===== config.mk =====
export PLATFORM = sky130hd
export DESIGN_NAME = mem_arbiter
export DESIGN_NICKNAME = d
export VERILOG_FILES = /design/src/rtl/mem_arb_pkg.sv /design/src/rtl/rr_arb2.sv /design/src/rtl/mem_arbiter.sv
export SDC_FILE = /design/constraint.sdc
export NUM_CORES = 1
export LEC_CHECK = 0
export CAP_MARGIN = 20
export CORE_AREA = 2 2 107 109
export CTS_BUF_LIST = sky130_fd_sc_hd__clkbuf_16
export DETAILED_ROUTE_END_ITERATION = 8
export DIE_AREA = 0 0 109 111
export DONT_BUFFER_PORTS = 1
export PLACE_DENSITY = 0.52
export SKIP_LAST_GASP = 1
export SYNTH_ARGS = -nofsm -noshare
export SYNTH_HDL_FRONTEND = slang
export SYNTH_SLANG_ARGS = --single-unit

===== constraint.sdc =====
create_clock -name clk -period 2.4 [get_ports clk]
set_clock_uncertainty 0.1 [all_clocks]
set_input_delay 0.36 -clock clk [delete_from_list [all_inputs] [get_ports clk]]
set_output_delay 0.36 -clock clk [all_outputs]
set_load 0.05 [all_outputs]

===== src/rtl/mem_arb_pkg.sv =====
// ---------------------------------------------------------------------------
// mem_arb_pkg
// Shared types for the fetch/load-store memory arbiter:
//   state_t : arbiter FSM state (IDLE -> ADDR -> WAIT -> IDLE)
//   owner_t : which side owns the transaction in flight
// Grant vectors are one-hot, bit GNT_INST = fetch, bit GNT_DATA = load/store.
// ---------------------------------------------------------------------------
package mem_arb_pkg;

  typedef enum logic [1:0] {
    IDLE = 2'd0,
    ADDR = 2'd1,
    WAIT = 2'd2
  } state_t;

  typedef enum logic {
    OWN_INST = 1'b0,
    OWN_DATA = 1'b1
  } owner_t;

  localparam int GNT_INST = 0;
  localparam int GNT_DATA = 1;

endpackage


===== src/rtl/rr_arb2.sv =====
// ---------------------------------------------------------------------------
// rr_arb2
// Two-way round-robin tie-break. A lone request always wins; when both sides
// request, the side that was not granted last wins.
// Ports:
//   i_req_inst   : fetch side requesting
//   i_req_data   : load/store side requesting
//   i_last_grant : owner of the most recent grant
//   o_grant      : one-hot grant, [GNT_INST] fetch, [GNT_DATA] load/store
// ---------------------------------------------------------------------------
module rr_arb2
  import mem_arb_pkg::*;
(
  input  logic       i_req_inst,
  input  logic       i_req_data,
  input  owner_t     i_last_grant,
  output logic [1:0] o_grant
);

  always_comb begin
    // NOTE: every output of a combinational block gets a default first, so
    // no path through the block can leave it unassigned and infer a latch.
    o_grant = '0;
    if (i_req_inst && i_req_data) begin
      if (i_last_grant == OWN_INST) o_grant[GNT_DATA] = 1'b1;
      else                          o_grant[GNT_INST] = 1'b1;
    end else begin
      o_grant[GNT_INST] = i_req_inst;
      o_grant[GNT_DATA] = i_req_data;
    end
  end

endmodule


===== src/rtl/mem_arbiter.sv =====
// ---------------------------------------------------------------------------
// mem_arbiter
// Shares one memory port between a read-only fetch side and a load/store
// side, with at most one transaction outstanding on the shared port.
//   IDLE : a winning request gets addr_ok this cycle; its fields are latched.
//   ADDR : mem_req is driven from the latched fields until mem_addr_ok.
//   WAIT : waits for mem_data_ok, which is forwarded to the owner's data_ok.
// Ports:
//   clk, rst                        : clock, asynchronous active-low reset
//   inst_req/addr, inst_addr_ok,
//   inst_data_ok, inst_rdata        : fetch side
//   data_req/wr/wstrb/addr/wdata,
//   data_addr_ok, data_data_ok,
//   data_rdata                      : load/store side
//   mem_req/wr/wstrb/addr/wdata,
//   mem_addr_ok, mem_data_ok,
//   mem_rdata                       : shared memory port
// ---------------------------------------------------------------------------
module mem_arbiter
  import mem_arb_pkg::*;
#(
  parameter int AW = 32,
  parameter int DW = 32
) (
  input  logic            clk,
  input  logic            rst,

  input  logic            inst_req,
  input  logic [AW-1:0]   inst_addr,
  output logic [DW-1:0]   inst_rdata,
  output logic            inst_addr_ok,
  output logic            inst_data_ok,

  input  logic            data_req,
  input  logic            data_wr,
  input  logic [DW/8-1:0] data_wstrb,
  input  logic [AW-1:0]   data_addr,
  input  logic [DW-1:0]   data_wdata,
  output logic [DW-1:0]   data_rdata,
  output logic            data_addr_ok,
  output logic            data_data_ok,

  output logic            mem_req,
  output logic            mem_wr,
  output logic [DW/8-1:0] mem_wstrb,
  output logic [AW-1:0]   mem_addr,
  output logic [DW-1:0]   mem_wdata,
  input  logic [DW-1:0]   mem_rdata,
  input  logic            mem_addr_ok,
  input  logic            mem_data_ok
);

  localparam int SW = DW / 8;

  state_t          r_state;
  state_t          w_next_state;
  owner_t          r_owner;
  owner_t          r_last_grant;
  logic [AW-1:0]   r_addr;
  logic            r_wr;
  logic [SW-1:0]   r_wstrb;
  logic [DW-1:0]   r_wdata;

  logic [1:0]      w_grant;
  logic            w_done;
  logic            w_take;

  rr_arb2 u_rr_arb2 (
    .i_req_inst   (inst_req),
    .i_req_data   (data_req),
    .i_last_grant (r_last_grant),
    .o_grant      (w_grant)
  );

  // State register.
  always_ff @(posedge clk or negedge rst) begin
    // NOTE: clocked state uses non-blocking assignments so every register
    // samples pre-edge values regardless of block evaluation order.
    if (!rst) r_state <= IDLE;
    else      r_state <= w_next_state;
  end

  // Next state and handshake outputs.
  always_comb begin
    w_next_state = r_state;
    inst_addr_ok = 1'b0;
    data_addr_ok = 1'b0;
    mem_req      = 1'b0;
    w_done       = 1'b0;
    unique case (r_state)
      IDLE: begin
        // Reset also masks the grant so addr_ok stays low while rst is held,
        // even though the requests themselves may be active.
        if (rst) begin
          inst_addr_ok = w_grant[GNT_INST];
          data_addr_ok = w_grant[GNT_DATA];
          if (|w_grant) w_next_state = ADDR;
        end
      end
      ADDR: begin
        mem_req = 1'b1;
        // A memory that answers in the accepting cycle skips WAIT entirely.
        if (mem_addr_ok) begin
          if (mem_data_ok) begin
            w_done       = 1'b1;
            w_next_state = IDLE;
          end else begin
            w_next_state = WAIT;
          end
        end
      end
      WAIT: begin
        if (mem_data_ok) begin
          w_done       = 1'b1;
          w_next_state = IDLE;
        end
      end
      default: w_next_state = IDLE;
    endcase
  end

  assign w_take = inst_addr_ok | data_addr_ok;

  // Request latch: captured on the grant, held through ADDR and WAIT.
  always_ff @(posedge clk or negedge rst) begin
    // NOTE: the latched fields are reset too, so the shared port never shows
    // stale or X values after reset.
    if (!rst) begin
      r_owner      <= OWN_INST;
      r_last_grant <= OWN_INST;
      r_addr       <= '0;
      r_wr         <= 1'b0;
      r_wstrb      <= '0;
      r_wdata      <= '0;
    end else if (w_take) begin
      r_owner      <= data_addr_ok ? OWN_DATA : OWN_INST;
      r_last_grant <= data_addr_ok ? OWN_DATA : OWN_INST;
      r_addr       <= data_addr_ok ? data_addr : inst_addr;
      // The fetch side is read-only: its write controls are forced to zero.
      r_wr         <= data_addr_ok & data_wr;
      r_wstrb      <= data_addr_ok ? data_wstrb : '0;
      r_wdata      <= data_addr_ok ? data_wdata : '0;
    end
  end

  // Shared-port fields are only shown while a request is being presented.
  assign mem_wr    = mem_req & r_wr;
  assign mem_wstrb = mem_req ? r_wstrb : '0;
  assign mem_addr  = mem_req ? r_addr  : '0;
  assign mem_wdata = mem_req ? r_wdata : '0;

  assign inst_data_ok = w_done & (r_owner == OWN_INST);
  assign data_data_ok = w_done & (r_owner == OWN_DATA);

  // Read data is forwarded only in the owner's completion cycle.
  assign inst_rdata = inst_data_ok ? mem_rdata : '0;
  assign data_rdata = data_data_ok ? mem_rdata : '0;

endmodule


==> run metrics <==
result of the run finished, final reports clean; Max Slew Vio Count 0; Routed WL per cell slightly below 20 um; count of TritonRoute iterations in the first routing pass 4; relative max-transition margin a little under two fifths; number of max-capacitance violations reported 0; clock tree buffer depth 2; post-route standard cell area excluding fillers 6280 um2; fraction of final layout cells with drive strength greater than 1 36.1%; Net Count, Synth between 500 and 600; highest attainable clock frequency 430 MHz; overall global routing resource usage 21.3%; area taken by multi-input logic gates 2170 um2; wire length reported by the detailed router 13.0 mm; total negative slack 0 ns; classification of the worst setup path flip-flop to primary output; half-perimeter wire length after detailed placement 9.20 mm; root buffer cell clkbuf_16; final count of negative-setup-slack endpoints 0; largest net degree at the start of global routing 74; maximum single-stage delay on the critical path 0.40 ns; areal power density over the cells between 1000 and 1500 nW/um2; P_leak 0.00274 uW; number of antenna violations at the first check in global routing 1; Post-layout nets between 600 and 700; critical path launch point type flip-flop; count of synthesis-stage warnings from yosys 0; vias per cell 5.42; Detailed Route Iter0 Violations 218; combined area of all synthesized cells 3970 um2; maximum vdd ir drop roughly 0.00085 V; Chip Height approximately 110 um; data required time of the worst path 1.94 ns; share of synthesized area occupied by flip-flops and latches 45.4%; Worst-Margin Slew 0.938 ns; Clock Sinks 72; post-route fraction of the period consumed by the critical path a little over nine tenths; number of global-route vias before repair 3,601; Filler Cells Inserted 930; synthesized netlist cell count 437; DRC 0; count of standard-cell rows 39; Reg clk slew, reported paths roughly 0.06 ns; total clock buffers created by CTS 9; Post-Syn Area per Cell between 9 and 10 um2; worst hold path class primary input to flip-flop; synth-to-layout area growth 58.3%; post-layout minimum cycle time between 2 and 2.5 ns; Core Area 11,100 um2; remaining number of nets flagged by the antenna check after routing 0; endpoints failing hold 0; number of flip-flops and latches in the synthesized netlist 72; first-pass GRT wire length ~20 mm; type of destination of the critical path primary output; IO Count 277; Buffers on Ports 0; Synth cell types 23; clock network latency to the later pin of the worst-skew pair 0.32 ns; data arrival time of the critical path 1.86 ns; critical path peak fanout 16; Chip Width 109 um; initial cell density of the core 35.8%; via total after detailed routing about 3,600; weighted congestion at the end of routability-driven global placement between 0.7 and 0.8; H-tree depth 3; register area around 1800 um2; placed inst area 5790 um2; Critical Path, Cell by Cell buf_4 -> ha_4 -> a21oi_4 -> nor3_4 -> buf_6 -> buf_16 -> and2_4 -> buf_12; Max stage delay cell, worst path dfrtp_1; clock tree from TritonCTS built; Total Die Area approximately 12,000 um2; global route total overflow 0
==> flip-flops by register name (all words and copies together), names as in the netlist <==
register / cells
r_addr: 32
r_wstrb: 4
r_state: 2
r_wdata: 32
r_wr: 1
r_last_grant: 1
==> cell usage in the layout, fill, tap and decap left out, drive strengths merged <==
cell         Yosys  final
clkinvlp         0      3
clkbuf          21      9
and3             1      1
dlygate4sd3      0      1
bufinv           0      1
o211ai          33     33
inv              5      5
diode            0      1
nand2           68     68
a222oi           1      1
clkinv           0      2
o21ai            2      2
nor3             2      2
o211a            1      1
nand3           34     34
buf             18     99
o21a             1      1
ha               3      3
a221o            1      1
a21oi            3      3
and2           133    133
dfrtp           72     72
a22o            37     37
mux2i            1      1
==> worst max-delay path: cells and delay by family (launching register included) <==
| kind | cells | cell delay [ns] |
|---|---|---|
| simple gates | 2 | 0.23 |
| buf+inv | 4 | 0.55 |
| compound gates | 1 | 0.19 |
| fa+ha+maj | 1 | 0.16 |
| flops | 1 | 0.40 |
==> path summary, 6_finish.rpt <==
path                                  endpoint            from  cells past startpoint  slack (ns)
worst min register to register     r_wdata[29]     r_wdata[29]                      1        0.39
worst max register to register      r_state[1]      r_state[0]                      5        0.53
min in group asynchronous           r_wstrb[3]             rst                      2        0.50
max in group asynchronous           r_state[0]             rst                      2        1.41
worst min-delay path               r_wdata[24]  data_wdata[24]                      1        0.07
worst max-delay path            data_rdata[21]      r_state[0]                      8        0.08
==> cell families after synthesis <==
family / after synthesis / synth area share, %
multiplexers: 1 / 0.252
adder cells (fa/ha/maj): 3 / 0.946
AO/OA/AOI/OAI: 79 / 16.2
buffers and inverters: 44 / 4.88
flip-flops: 72 / 45.4
AND/OR/NAND/NOR: 238 / 32.3
==> metrics by stage <==
step	util [%]	hold slack, ns	worst slack [ns]	power (uW)	cells
2_1_floorplan	-	-0.0356	-0.0222	5110	437
3_3_place_gp	52.2	-0.0338	0.332	7310	634
3_5_place_dp	52.2	-0.0340	0.264	7390	634
4_1_cts	56.0	0.0538	-0.0206	8820	654
5_1_grt	56.7	0.0501	-0.00987	9270	656
6_report	56.7	0.0664	0.0755	8840	657
==> area by class of cell <==
type	count	area share [%]
Tap cell	143	2.85
Inverter	5	0.299
Antenna cell	1	0.0398
Clock inverter	6	0.976
Clock buffer	9	3.58
Timing Repair Buffer	100	29.0
Multi-Input combinational cell	321	34.5
Sequential cell	72	28.7
==> synthesized netlist by cell type, drive strengths merged <==
| library cell | number | area, um2 |
|---|---|---|
| a21oi | 3 | 18.8 |
| a221o | 1 | 10.0 |
| a222oi | 1 | 10.0 |
| a22o | 37 | 324 |
| and2 | 133 | 832 |
| and3 | 1 | 6.26 |
| buf | 18 | 92.6 |
| clkbuf | 21 | 82.6 |
| dfrtp | 72 | 1800 |
| ha | 3 | 37.5 |
| inv | 5 | 18.8 |
| mux2i | 1 | 10.0 |
| nand2 | 68 | 255 |
| nand3 | 34 | 170 |
| nor3 | 2 | 20.0 |
| o211a | 1 | 10.0 |
| o211ai | 33 | 253 |
| o21a | 1 | 7.51 |
| o21ai | 2 | 10.0 |
==> per-layer routing <==
metal  vias up  global-route usage, %  routed length [um]
met3        20                   5.23                 885
met1      1762                   22.3                4690
met2       163                   39.1                7110
met4         0                   9.32                 322
li1       1618                      -                   -
met5         -                      0                   0
==> report_power, final <==
part           switching, uW  internal [uW]  total (uW)
registers                264           1740        2000
clock network            511            793        1300
logic                   3150           2380        5530
==> repair_timing <==
action,CTS,global route
hold endpoints to repair,72,0
gates resized for setup,16,26
hold buffers,2,0
buffers inserted,2,2
gates cloned,1,0
setup endpoints to repair,133,125
pin swaps,1,3
No activity file was read; power rests on OpenSTA's default activity.
